### config.mk
export PLATFORM = sky130hd
export DESIGN_NAME = act_stream
export DESIGN_NICKNAME = d
export VERILOG_FILES = /design/src/rtl/act_stream.sv
export SDC_FILE = /design/constraint.sdc
export NUM_CORES = 1
export LEC_CHECK = 0
export ABC_AREA = 0
export CAP_MARGIN = 10
export CORE_ASPECT_RATIO = 1.25
export CORE_MARGIN = 2
export CORE_UTILIZATION = 46
export DETAILED_ROUTE_END_ITERATION = 8
export PLACE_DENSITY_LB_ADDON = 0.15
export SETUP_SLACK_MARGIN = 0.05
export SYNTH_ARGS = -nofsm -noshare
export SYNTH_HDL_FRONTEND = slang
export SYNTH_SLANG_ARGS = --single-unit
export TNS_END_PERCENT = 30
### constraint.sdc
create_clock -name clk -period 2.6 [get_ports clk]
set_clock_uncertainty 0.15 [all_clocks]
set_input_delay 0.52 -clock clk [delete_from_list [all_inputs] [get_ports clk]]
set_output_delay 0.52 -clock clk [all_outputs]
set_load 0.01 [all_outputs]
### src/rtl/act_stream.sv
// Two-stage valid/ready activation pipeline: LANES FP32 values per beat, per-beat mode.
// Optional macro ACT_STREAM_STATS_EN adds clip_count/clear_stats statistics ports.
module act_stream #(
    parameter int LANES      = 4,
    parameter int LEAK_SHIFT = 3
) (
    input  logic                 clk,
    input  logic                 rst_n,
    input  logic                 in_valid,
    output logic                 in_ready,
    input  logic [LANES*32-1:0]  in_data,
    input  logic [1:0]           in_mode,
    output logic                 out_valid,
    input  logic                 out_ready,
    output logic [LANES*32-1:0]  out_data
`ifdef ACT_STREAM_STATS_EN
    ,
    output logic [31:0]          clip_count,
    input  logic                 clear_stats
`endif
);

    localparam logic [1:0] MODE_RELU  = 2'd0;
    localparam logic [1:0] MODE_LEAKY = 2'd1;
    localparam logic [1:0] MODE_RELU6 = 2'd2;
    localparam logic [7:0] LS         = 8'(LEAK_SHIFT);

    // Handshake: a beat transfers on a rising edge where valid && ready;
    // valid never waits on ready, ready may depend on downstream ready.

    function automatic logic [31:0] act_lane(input logic [31:0] x, input logic [1:0] mode);
        logic [31:0] res;
        res = x;
        if (x[30:23] == 8'hFF && x[22:0] != 23'd0) begin
            res = 32'h7FC00000;
        end else if (x[30:23] == 8'd0) begin
            if (mode != 2'd3) res = 32'h0;
        end else begin
            case (mode)
                MODE_RELU:  if (x[31]) res = 32'h0;
                MODE_LEAKY: begin
                    // -inf keeps its all-ones exponent rather than being scaled
                    if (x[31] && x[30:23] != 8'hFF) begin
                        if (x[30:23] > LS) res = {1'b1, x[30:23] - LS, x[22:0]};
                        else               res = 32'h0;
                    end
                end
                MODE_RELU6: begin
                    if (x[31])                          res = 32'h0;
                    else if (x[30:0] > 31'h40C00000)    res = 32'h40C00000;
                end
                default: ;
            endcase
        end
        return res;
    endfunction

    logic                s1_full;
    logic [LANES*32-1:0] s1_data;
    logic [1:0]          s1_mode;
    logic [LANES*32-1:0] s1_result;
    logic                s2_open;
    logic                s1_advance;
    logic                in_fire;

    assign s2_open    = !out_valid || out_ready;
    assign s1_advance = s1_full && s2_open;
    assign in_ready   = !s1_full || s2_open;
    assign in_fire    = in_valid && in_ready;

    always_comb begin
        s1_result = '0;
        for (int i = 0; i < LANES; i++) begin
            s1_result[32*i +: 32] = act_lane(s1_data[32*i +: 32], s1_mode);
        end
    end

    always_ff @(posedge clk or negedge rst_n) begin
        if (!rst_n) begin
            s1_full <= 1'b0;
            s1_data <= '0;
            s1_mode <= 2'd0;
        end else if (in_ready) begin
            s1_full <= in_valid;
            if (in_fire) begin
                s1_data <= in_data;
                s1_mode <= in_mode;
            end
        end
    end

    always_ff @(posedge clk or negedge rst_n) begin
        if (!rst_n) begin
            out_valid <= 1'b0;
            out_data  <= '0;
        end else if (s2_open) begin
            out_valid <= s1_full;
            if (s1_full) out_data <= s1_result;
        end
    end

`ifdef ACT_STREAM_STATS_EN
    // A lane is clipped only when a rule forced it to 0 or 6.0 from a normal/inf input.
    function automatic logic lane_clipped(input logic [31:0] x, input logic [1:0] mode);
        logic c;
        c = 1'b0;
        if (!(x[30:23] == 8'hFF && x[22:0] != 23'd0) && x[30:23] != 8'd0) begin
            case (mode)
                MODE_RELU:  c = x[31];
                MODE_LEAKY: c = x[31] && (x[30:23] <= LS);
                MODE_RELU6: c = x[31] || (x[30:0] > 31'h40C00000);
                default:    c = 1'b0;
            endcase
        end
        return c;
    endfunction

    logic [4:0]  clip_sum;
    logic [32:0] count_sum;

    always_comb begin
        clip_sum = 5'd0;
        for (int i = 0; i < LANES; i++) begin
            clip_sum = clip_sum + 5'(lane_clipped(s1_data[32*i +: 32], s1_mode));
        end
        count_sum = {1'b0, clip_count} + {28'd0, clip_sum};
    end

    always_ff @(posedge clk or negedge rst_n) begin
        if (!rst_n) begin
            clip_count <= 32'd0;
        end else if (clear_stats) begin
            clip_count <= 32'd0;
        end else if (s1_advance) begin
            clip_count <= count_sum[32] ? 32'hFFFFFFFF : count_sum[31:0];
        end
    end
`endif

endmodule

# Word-level counts from Yosys, hierarchy flattened
# Cells that the tools add are included.
dict set report op_classes {
  eq_ne 11
  order_cmp 8
  shifts 0
  n_reduce_logical 24
  mul 0
  n_mux 36
  add_sub_neg 4
  bitwise_logic 0
  n_div 0
}
# op count
set ops {}
lappend ops {{32-bit 2-to-1 mux} 20}
lappend ops {{32-bit one-hot mux with 3 select lines} 4}
lappend ops {{31-bit 2-to-1 mux} 12}
lappend ops {{31-bit greater-than comparator, second input constant} 4}
lappend ops {{23-bit nonzero test} 4}
lappend ops {{8-bit == test, second input constant} 4}
lappend ops {{8-bit by 2-bit greater-than comparator with 1-bit output, second input constant} 4}
lappend ops {{8-bit zero test} 4}
lappend ops {{8-bit != test, second input constant} 4}
lappend ops {{8-bit by 2-bit subtractor with 8-bit output, second input constant} 4}
lappend ops {{1-bit logical AND} 9}
lappend ops {{2-bit AND reduction} 2}
lappend ops {{2-bit by 1-bit == test with 1-bit output, second input constant} 1}
lappend ops {{2-bit == test, second input constant} 1}
lappend ops {{1-bit zero test} 2}
lappend ops {{2-bit zero test} 1}
lappend ops {{1-bit logical OR} 2}
lappend ops {{2-bit != test, second input constant} 1}
dict set report word_totals {
  in_bits 134
  latch_bits 0
  mem_bits_rw 0
  rom_bits 0
  n_memories 0
  ff_bits 260
}

# Depth between registers and ports, before layout
# Gate-level depths: netlist of the first run.
dict set report logic_depth {
  ltp_word 6
  depth_mapped 9
  depth_no_buf 8
}

# Least setup slack after synthesis of the first run
# OpenSTA, ideal clock, no wires.
dict set report synth_path {
  path_type {register to register}
  startpoint {register s1_data[25]}
  endpoint {register out_data[10]}
  arrival_ns 2.378
  setup_ns 0.065
  setup_slack_ns 0.006
  n_path_buf 3
  required_ns 2.385
  path_stages_with_launch 10
  path_cell_list {dfrtp_1 -> buf_6 -> or4_4 -> buf_6 -> a2111o_1 -> a311oi_2 -> nor3_2 -> a21oi_4 -> buf_6 -> a22o_1}
}
dict set report synth_via {
  elab_chain_cells 6
  word_cells_on_any_way 14
}
# element line_no
set synth_rtl {}
lappend synth_rtl {{start, declared} 59} ;# logic [LANES*32-1:0] s1_data;
lappend synth_rtl {{start signal, assigned} 86} ;# s1_data <= in_data;
lappend synth_rtl {{31-bit greater-than comparator, or another cell as far along} 50} ;# else if (x[30:0] > 31'h40C00000) res = 32'h40C00000;
lappend synth_rtl {{31-bit 2-to-1 mux, or another cell as far along} 50}
lappend synth_rtl {{31-bit 2-to-1 mux / 32-bit 2-to-1 mux (equally long branches)} {49, 43}}
lappend synth_rtl {{32-bit one-hot mux with 3 select lines} 39} ;# case (mode)
lappend synth_rtl {{32-bit 2-to-1 mux} 36} ;# end else if (x[30:23] == 8'd0) begin
lappend synth_rtl {{32-bit 2-to-1 mux *} 34} ;# if (x[30:23] == 8'hFF && x[22:0] != 23'd0) begin
lappend synth_rtl {{end signal, assigned} 98} ;# if (s1_full) out_data <= s1_result;
lappend synth_rtl {{end, declared} 15} ;# output logic [LANES*32-1:0] out_data
# Every way passes the cells marked *; elsewhere a longest branch is shown, timed or not.
# A chain may end at the register's enable or synchronous reset.

# Worst setup path in the final report of the first run
dict set report layout_path {
  startpoint {register s1_data[26]}
  endpoint {register out_data[11]}
}
# The elaborated chain is that of the path after synthesis.

==> results.py, run 1 <==
metrics = {
    "die": {
        "die_h_um": 181,
        "dieArea_mm2": 0.0264,
        "boundaryPins": 264,
        "num_rows": 64,
        "core-area_mm2": 0.0246,
        "start_util": 0.469,
        "die_w_um": 146,
    },
    "finish": {
        "layout_commonest_cell": "clkdlybuf4s50_1",
        "stdcell_count": 1610,
        "nets": 1406,
        "n_antenna_cell": 0,
        "area_delta_synth_final_pct": 38.0,
        "final_layout_size_suffix_gt1_frac": 0.207,
        "final_cell_mix": "clkdlybuf4s50_1 (262), dfrtp_1 (260), mux2_2 (131)",
        "design_area_mm2": 0.0159,
        "utilization": 0.648,
    },
    "clock_network": {
        "cts_buffers": 27,
        "insertion_delay_ns": 0.54,
        "cts_sinks": 260,
        "clockRootBuffer": "clkbuf_16",
        "cts_tree": "done",
        "clk_path_buf_depth": 3,
        "cts_max_level": 1,
        "clk_pin_slew_ns": 0.07,
    },
    "timing": {
        "slew_violations": 0,
        "finalSetupTns_ns": 0,
        "rsz0062_at_grt": "true",
        "slew_headroom": 0.581,
        "timing.final.crit_share": 0.972,
        "max_slew.worst_pin.slew_ns": 0.628,
        "fmax_mhz": 396,
        "fin_crit_ns": 2.53,
        "finalSetupViolations": 0,
        "hold_viol": 0,
    },
    "critical_path": {
        "endpoint_kind": "flip-flop",
        "cp-start-kind": "flip-flop",
        "crit_chain": "or4_4 -> a2111o_1 -> a311oi_4 -> nor3_2 -> a21oi_4 -> buf_12 -> a22o_1",
        "required_ns": 2.92,
        "crit_type": "reg -> reg",
        "cpLargestDelayFamily": "compound AO/OA/AOI/OAI gates",
        "max_stage_delay_ns": 0.58,
        "arrival_ns": 2.85,
        "crit_start": "s1_data[26]",
        "worstReg2RegStart": "s1_data[26]",
        "path_max_fanout": 22,
        "crit_slowest_cell": "or4_4",
        "path_buf_inv": 1,
    },
    "power_and_ir_drop": {
        "p_leak_nw": 6.72,
        "ir_worst_vdd_mv": 0.566,
        "finalPower_mw": 13.0,
        "pwr-share-comb": 0.272,
        "clkPwrFrac": 0.305,
        "internal_power_mw": 9.22,
        "power_density_mw_per_mm2": 818,
        "switching_share": 0.292,
        "pwr-share-seq": 0.423,
        "power_switching_mw": 3.81,
    },
    "grt": {
        "grt_pass1_vias": 9086,
        "overflow": 0,
        "antenna_found_initial": 0,
        "grt_max_degree": 78,
        "grt_first_pass_wirelength_um": 48600,
        "track_usage": 0.227,
    },
    "synth": {
        "syn-cell-area_mm2": 0.0115,
        "ys_warn_count": 0,
        "synthFlopType": "dfrtp_1",
        "synth_cell_type_count": 69,
        "ys_ff_latch": 260,
        "yosysSeqAreaShare": 0.564,
        "synth_area_per_cell_um2": 11.9,
        "synth_edf_count": 0,
        "synthArstFlopShare": 1.00,
        "syn_inst": 966,
        "syn-num-nets": 1112,
    },
    "outcome": {
        "status": "completed",
    },
    "routing": {
        "vias": 9011,
        "first_pass_iters": 5,
        "postRouteAntennaNets": 0,
        "drt_first_iter_violations": 503,
        "drc": 0,
        "totalWireLength_um": 30300,
        "wire_per_inst_um": 18.8,
        "drt-vias-per-instance": 5.60,
    },
    "placement": {
        "hpwl_um": 21500,
        "dp_cells": 1559,
        "placed_area_mm2": 0.0149,
        "place.gp.congestion": 0.908,
        "io_buffers": 263,
    },
    "hold_path": {
        "hold_path_class": "reg -> reg",
        "holdCritStartpoint": "out_data[123]",
    },
    "job": {
        "drv_cap": 0,
    },
}
[stage by stage]
step	setup slack, ns	hold WS [ns]
final	0.0724	0.340
after global routing	-0.00462	0.370
after CTS	0.0415	0.344
after detailed placement	-0.0890	0.330
after global placement	0.00153	0.333
after floorplan	0.0911	0.0744
[cell type report]
cell class              count  area (um2)
inverters                  13        48.8
repair buffers            329        3260
clock inverters            15         179
fillers                  1972        8660
multi-input cells         629        4770
flip-flops and latches    260        6510
clock buffers              34         742
well taps                 330         413
[cell families (layout without fill, tap and decap cells)]
group	count (synthesis)	in the layout	share of synthesized area
AO/OA/AOI/OAI	237	237	0.154
AND/OR/NAND/NOR	243	243	0.108
multiplexers	134	134	0.130
adder cells (fa/ha/maj)	12	12	0.0130
XOR/XNOR	3	3	0.00228
flip-flops	260	260	0.564
buffers and inverters	77	391	0.0282
[state kept, by name, summed over array words and instances (netlist names)]
signal     count
out_data     128
s1_data      128
s1_mode        2
out_valid      1
s1_full        1
[Yosys cell counts, drive strengths merged (6+ instances only)]
master  number  area share
nand3       14      0.0061
nor2        72       0.023
nand2b      10      0.0054
o31ai        6      0.0039
nor2b        9      0.0049
a22o        91       0.069
dfrtp      260        0.56
clkbuf      51       0.017
inv         13      0.0042
nand4       10      0.0054
a21oi       38       0.017
a21o         6      0.0039
nand2       47       0.015
nor3        17      0.0078
nor4        26       0.016
o21ai       29       0.013
buf         13      0.0074
and2         8      0.0043
ha          12       0.013
a31oi       15      0.0081
and3         7      0.0039
or3          6      0.0034
mux2       131        0.13
[power groups by stage]
stage / Sequential, mW / Clock (mW) / Combinational [mW]
2_1_floorplan: 5.61 / 0 / 1.49
3_3_place_gp: 5.55 / 0 / 3.48
3_5_place_dp: 5.55 / 0 / 3.55
4_1_cts: 5.50 / 4.06 / 3.57
5_1_grt: 5.62 / 4.25 / 3.83
6_report: 5.51 / 3.97 / 3.54
[what timing repair did]
item,4_1_cts,5_1_grt
hold endpoints to repair,68,0
buffers inserted,0,1
pin swaps,0,1
resized for setup,3,7
hold buffers,1,0
endpoints found under the setup margin,25,68
cloned,0,0
[metal layers]
metal / track usage / wire length, um / up-vias
met1: 0.299 / 12700 / 4485
met4: 0.0627 / 685 / 0
li1: - / - / 4182
met5: 0 / 0 / -
met2: 0.384 / 15100 / 289
met3: 0.0455 / 1860 / 55
[final timing paths]
path | endpoint | slack [ns] | cells past startpoint
worst max register to register | out_data[11] | 0.07 | 7
max in group asynchronous | out_data[4] | 1.17 | 3
worst min-delay path | out_data[123] | 0.34 | 1
min in group asynchronous | s1_data[49] | 0.40 | 2
worst max-delay path | out_data[11] | 0.07 | 7
worst min register to register | out_data[123] | 0.34 | 1
Power figures use the tool's default switching activity.
==> inputs of run 2 (changes only) <==
--- a/config.mk
+++ b/config.mk
@@ -11,7 +11,7 @@
 export CORE_MARGIN = 2
 export CORE_UTILIZATION = 46
 export DETAILED_ROUTE_END_ITERATION = 8
-export PLACE_DENSITY_LB_ADDON = 0.15
+export PLACE_DENSITY = 0.81
 export SETUP_SLACK_MARGIN = 0.05
 export SYNTH_ARGS = -nofsm -noshare
 export SYNTH_HDL_FRONTEND = slang
==> results.py, run 2 (synthesis gave the netlist of run 1 again) <==
metrics = {
    "die": {
        "die_w_um": 146,
        "boundaryPins": 264,
        "core-area_mm2": 0.0246,
        "num_rows": 64,
        "start_util": 0.469,
        "die_h_um": 181,
        "dieArea_mm2": 0.0264,
    },
    "routing": {
        "postRouteAntennaNets": 0,
        "drt_first_iter_violations": 571,
        "wire_per_inst_um": 19.5,
        "vias": 9138,
        "drc": 0,
        "first_pass_iters": 5,
        "totalWireLength_um": 31100,
        "drt-vias-per-instance": 5.71,
    },
    "grt": {
        "use_met3": 0.0374,
        "grt_use_met1": 0.294,
        "grt_max_degree": 63,
        "overflow": 0,
        "busiest_layer": "met2",
        "grt_pass1_vias": 9435,
        "antenna_found_initial": 0,
        "grt_first_pass_wirelength_um": 50400,
        "use_met2": 0.414,
        "track_usage": 0.234,
    },
    "timing": {
        "slew_headroom": 0.640,
        "holdWs_ns": 0.353,
        "rsz0062_at_grt": "true",
        "hold_viol": 0,
        "slew_violations": 0,
        "fin_crit_ns": 2.51,
        "max_slew.worst_pin.slew_ns": 0.538,
        "finalSetupViolations": 0,
        "timing.final.crit_share": 0.967,
        "fmax_mhz": 398,
    },
    "finish": {
        "utilization": 0.645,
        "layout_commonest_cell": "clkdlybuf4s50_1",
        "final_cell_mix": "clkdlybuf4s50_1 (262), dfrtp_1 (260), mux2_2 (131)",
        "nets": 1399,
        "final_layout_size_suffix_gt1_frac": 0.199,
        "n_antenna_cell": 0,
        "top_regs": "out_data x128, s1_data x128, s1_mode x2",
        "area_delta_synth_final_pct": 37.5,
    },
    "clock_network": {
        "cts_tree": "done",
        "cts_sinks": 260,
        "clockRootBuffer": "clkbuf_16",
        "clk_pin_slew_ns": 0.06,
        "clk_path_buf_depth": 3,
        "cts_buffers": 26,
        "insertion_delay_ns": 0.53,
        "cts_max_level": 1,
    },
    "placement": {
        "io_buffers": 263,
        "place.gp.congestion": 0.937,
        "hpwl_um": 22200,
    },
    "power_and_ir_drop": {
        "p_leak_nw": 6.66,
        "ir_worst_vdd_mv": 0.537,
        "power_density_mw_per_mm2": 812,
        "finalPower_mw": 12.9,
    },
    "critical_path": {
        "cp-start-kind": "flip-flop",
        "crit_type": "reg -> reg",
        "required_ns": 2.90,
        "arrival_ns": 2.82,
        "endpoint_kind": "flip-flop",
        "path_max_fanout": 22,
    },
    "job": {
        "drv_cap": 0,
    },
    "outcome": {
        "status": "completed",
    },
    "hold_path": {
        "hold_path_class": "reg -> reg",
    },
}
[run 2: cell count changes in the layout (fill, tap and decap cells not counted), sizes merged]
cell	change
clkbuf	+4
clkinv	-7
inv	-3
clkinvlp	+1
buf	-6
[run 2: routing by layer]
| layer | wire length, um | share of wire |
|---|---|---|
| met3 | 1770 | 0.057 |
| met5 | 0 | 0 |
| met2 | 16100 | 0.52 |
| met4 | 922 | 0.030 |
| met1 | 12300 | 0.40 |
[run 2: final cells by class]
| class | instances | area (um2) |
|---|---|---|
| Fill cell | 1890 | 8720 |
| Sequential cell | 260 | 6510 |
| Multi-Input combinational cell | 629 | 4820 |
| Timing Repair Buffer | 323 | 3220 |
| Clock buffer | 38 | 747 |
| Tap cell | 330 | 413 |
| Clock inverter | 6 | 110 |
| Inverter | 13 | 48.8 |
[run 2: critical path, stage by stage (launching register included)]
cell	delay, ns
dfrtp_1	0.37
or4_4	0.60
a2111o_1	0.37
a311oi_4	0.33
nor3_2	0.12
a21oi_4	0.18
buf_12	0.17
a22o_1	0.16
[run 2: worst paths after layout]
path / start / endpoint / slack (ns) / cells after the start
hold / removal: out_data[77] / out_data[77] / 0.35 / 1
setup / recovery: s1_data[25] / out_data[3] / 0.09 / 7
min in group asynchronous: rst_n / out_data[12] / 0.39 / 2
max in group asynchronous: rst_n / s1_data[70] / 1.19 / 3
hold reg to reg: out_data[77] / out_data[77] / 0.35 / 1
setup reg to reg: s1_data[25] / out_data[3] / 0.09 / 7
[run 2: repair_timing]
action | CTS | global route
hold buffers | 1 | 0
pin swaps | 0 | 0
endpoints found under the setup margin | 22 | 54
setup buffers | 0 | 0
endpoints found under the hold margin | 57 | 0
gates resized for setup | 2 | 13
[run 2: per-stage QoR]
step / setup TNS, ns / area (um2) / cells / setup slack, ns
floorplan: 0 / 11500 / 966 / 0.0911
global placement: -0.972 / 14900 / 1554 / -0.0263
detailed placement: -1.97 / 14900 / 1554 / -0.0626
CTS: 0 / 15800 / 1599 / 0.0626
global route: 0 / 15900 / 1599 / 0.0275
finish: 0 / 15900 / 1599 / 0.0861
[run 2: power by group]
part           switching [mW]  internal [mW]
Combinational            1.53           2.03
Clock                    1.51           2.27
Sequential              0.695           4.85
==> inputs of run 3 (changes only) <==
--- a/config.mk
+++ b/config.mk
@@ -10,6 +10,7 @@
 export CORE_ASPECT_RATIO = 1.25
 export CORE_MARGIN = 2
 export CORE_UTILIZATION = 46
+export CTS_BUF_LIST = sky130_fd_sc_hd__clkbuf_16
 export DETAILED_ROUTE_END_ITERATION = 8
 export PLACE_DENSITY = 0.81
 export SETUP_SLACK_MARGIN = 0.05
==> results.py, run 3 (synthesis gave the netlist of run 1 again) <==
metrics = {
    "critical_path": {
        "cp-start-kind": "flip-flop",
        "crit_chain": "or4_4 -> a2111o_1 -> a311oi_4 -> nor3_2 -> a21oi_4 -> buf_12 -> a22o_1",
        "path_max_fanout": 22,
        "endpoint_kind": "flip-flop",
        "arrival_ns": 2.82,
        "crit_type": "reg -> reg",
        "crit_slowest_cell": "or4_4",
        "required_ns": 2.90,
        "max_stage_delay_ns": 0.60,
    },
    "power_and_ir_drop": {
        "power_switching_mw": 3.73,
        "power_density_mw_per_mm2": 806,
        "pwr-share-comb": 0.279,
        "p_leak_nw": 6.67,
        "finalPower_mw": 12.8,
        "switching_share": 0.293,
        "ir_worst_vdd_mv": 0.496,
        "internal_power_mw": 9.03,
        "pwr-share-seq": 0.434,
        "clkPwrFrac": 0.287,
    },
    "placement": {
        "io_buffers": 263,
        "dp_cells": 1554,
        "place.gp.congestion": 0.937,
        "hpwl_um": 22200,
    },
    "timing": {
        "rsz0062_at_grt": "true",
        "fmax_mhz": 397,
        "timing.final.crit_share": 0.968,
        "max_slew.worst_pin.slew_ns": 0.539,
        "hold_viol": 0,
        "slew_headroom": 0.639,
        "finalSetupViolations": 0,
        "slew_violations": 0,
        "fin_crit_ns": 2.52,
    },
    "die": {
        "core-area_mm2": 0.0246,
        "die_h_um": 181,
        "dieArea_mm2": 0.0264,
        "num_rows": 64,
        "start_util": 0.469,
        "boundaryPins": 264,
        "die_w_um": 146,
    },
    "finish": {
        "final_layout_size_suffix_gt1_frac": 0.196,
        "area_delta_synth_final_pct": 37.2,
        "final_cell_mix": "clkdlybuf4s50_1 (262), dfrtp_1 (260), mux2_2 (131)",
        "top_regs": "out_data x128, s1_data x128, s1_mode x2",
        "stdcell_count": 1599,
        "layout_commonest_cell": "clkdlybuf4s50_1",
        "nets": 1399,
        "n_antenna_cell": 0,
    },
    "routing": {
        "postRouteAntennaNets": 0,
        "drt_first_iter_violations": 500,
        "totalWireLength_um": 31100,
        "wire_per_inst_um": 19.4,
        "vias": 9096,
        "first_pass_iters": 5,
        "drt-vias-per-instance": 5.69,
        "drc": 0,
    },
    "outcome": {
        "status": "completed",
    },
    "grt": {
        "track_usage": 0.233,
        "grt_max_degree": 63,
        "grt_pass1_vias": 9451,
        "grt_first_pass_wirelength_um": 50300,
        "antenna_found_initial": 0,
        "overflow": 0,
    },
    "clock_network": {
        "cts_buffers": 26,
        "clk_pin_slew_ns": 0.06,
        "cts_tree": "done",
        "clk_path_buf_depth": 3,
        "cts_setup_buffers": 0,
        "insertion_delay_ns": 0.53,
        "cts_sinks": 260,
        "cts_max_level": 1,
        "clockRootBuffer": "clkbuf_16",
    },
    "hold_path": {
        "hold_path_class": "reg -> reg",
    },
    "job": {
        "drv_cap": 0,
    },
}
## run 3: repair_timing
| item | CTS | global route |
|---|---|---|
| hold buffers | 1 | 0 |
| setup endpoints to repair | 22 | 54 |
| endpoints found under the hold margin | 57 | 0 |
| resized for setup | 2 | 13 |
## run 3: path summary, 6_finish.rpt
| path | startpoint | to | slack [ns] | cells past startpoint |
|---|---|---|---|---|
| max | s1_data[25] | out_data[3] | 0.08 | 7 |
| min | out_data[31] | out_data[31] | 0.35 | 2 |
| max reg2reg | s1_data[25] | out_data[3] | 0.08 | 7 |
| min reg2reg | out_data[31] | out_data[31] | 0.35 | 2 |
| max in group asynchronous | rst_n | s1_data[55] | 1.19 | 3 |
| min in group asynchronous | rst_n | out_data[12] | 0.39 | 2 |
## run 3: cell type report
class	count	area (um2)
clock inverters	17	151
flip-flops and latches	260	6510
multi-input cells	629	4820
inverters	13	48.8
repair buffers	323	3220
clock buffers	27	676
well taps	330	413
fillers	1893	8750
## run 3: power groups by stage
| stage | Clock [mW] | Combinational [mW] | Sequential (mW) |
|---|---|---|---|
| after global routing | 3.91 | 3.83 | 5.65 |
| final | 3.66 | 3.56 | 5.54 |
| after global placement | 0 | 3.46 | 5.55 |
| after floorplan | 0 | 1.49 | 5.61 |
| after detailed placement | 0 | 3.55 | 5.56 |
| after CTS | 3.75 | 3.56 | 5.51 |
## run 3: critical path, delay by kind of cell, from the launching register on
family	cells	cell delay, ns
buf+inv	1	0.17
flops	1	0.37
compound gates	4	1.04
simple gates	2	0.72
## run 3: per-layer routing
| layer | share of wire | global-route usage |
|---|---|---|
| met4 | 0.028 | 0.0725 |
| met1 | 0.40 | 0.293 |
| met5 | 0 | 0 |
| met2 | 0.52 | 0.416 |
| met3 | 0.055 | 0.0369 |
## run 3: stage by stage
stage	setup TNS (ns)	hold WS, ns	setup slack [ns]	utilization	cell area [um2]
final	0	0.349	0.0842	0.644	15800
after global routing	-0.000386	0.370	-0.000386	0.644	15800
after CTS	0	0.344	0.0627	0.641	15800
after detailed placement	-1.97	0.336	-0.0626	0.606	14900
after global placement	-0.972	0.324	-0.0263	0.606	14900
after floorplan	0	0.0744	0.0911	-	11500
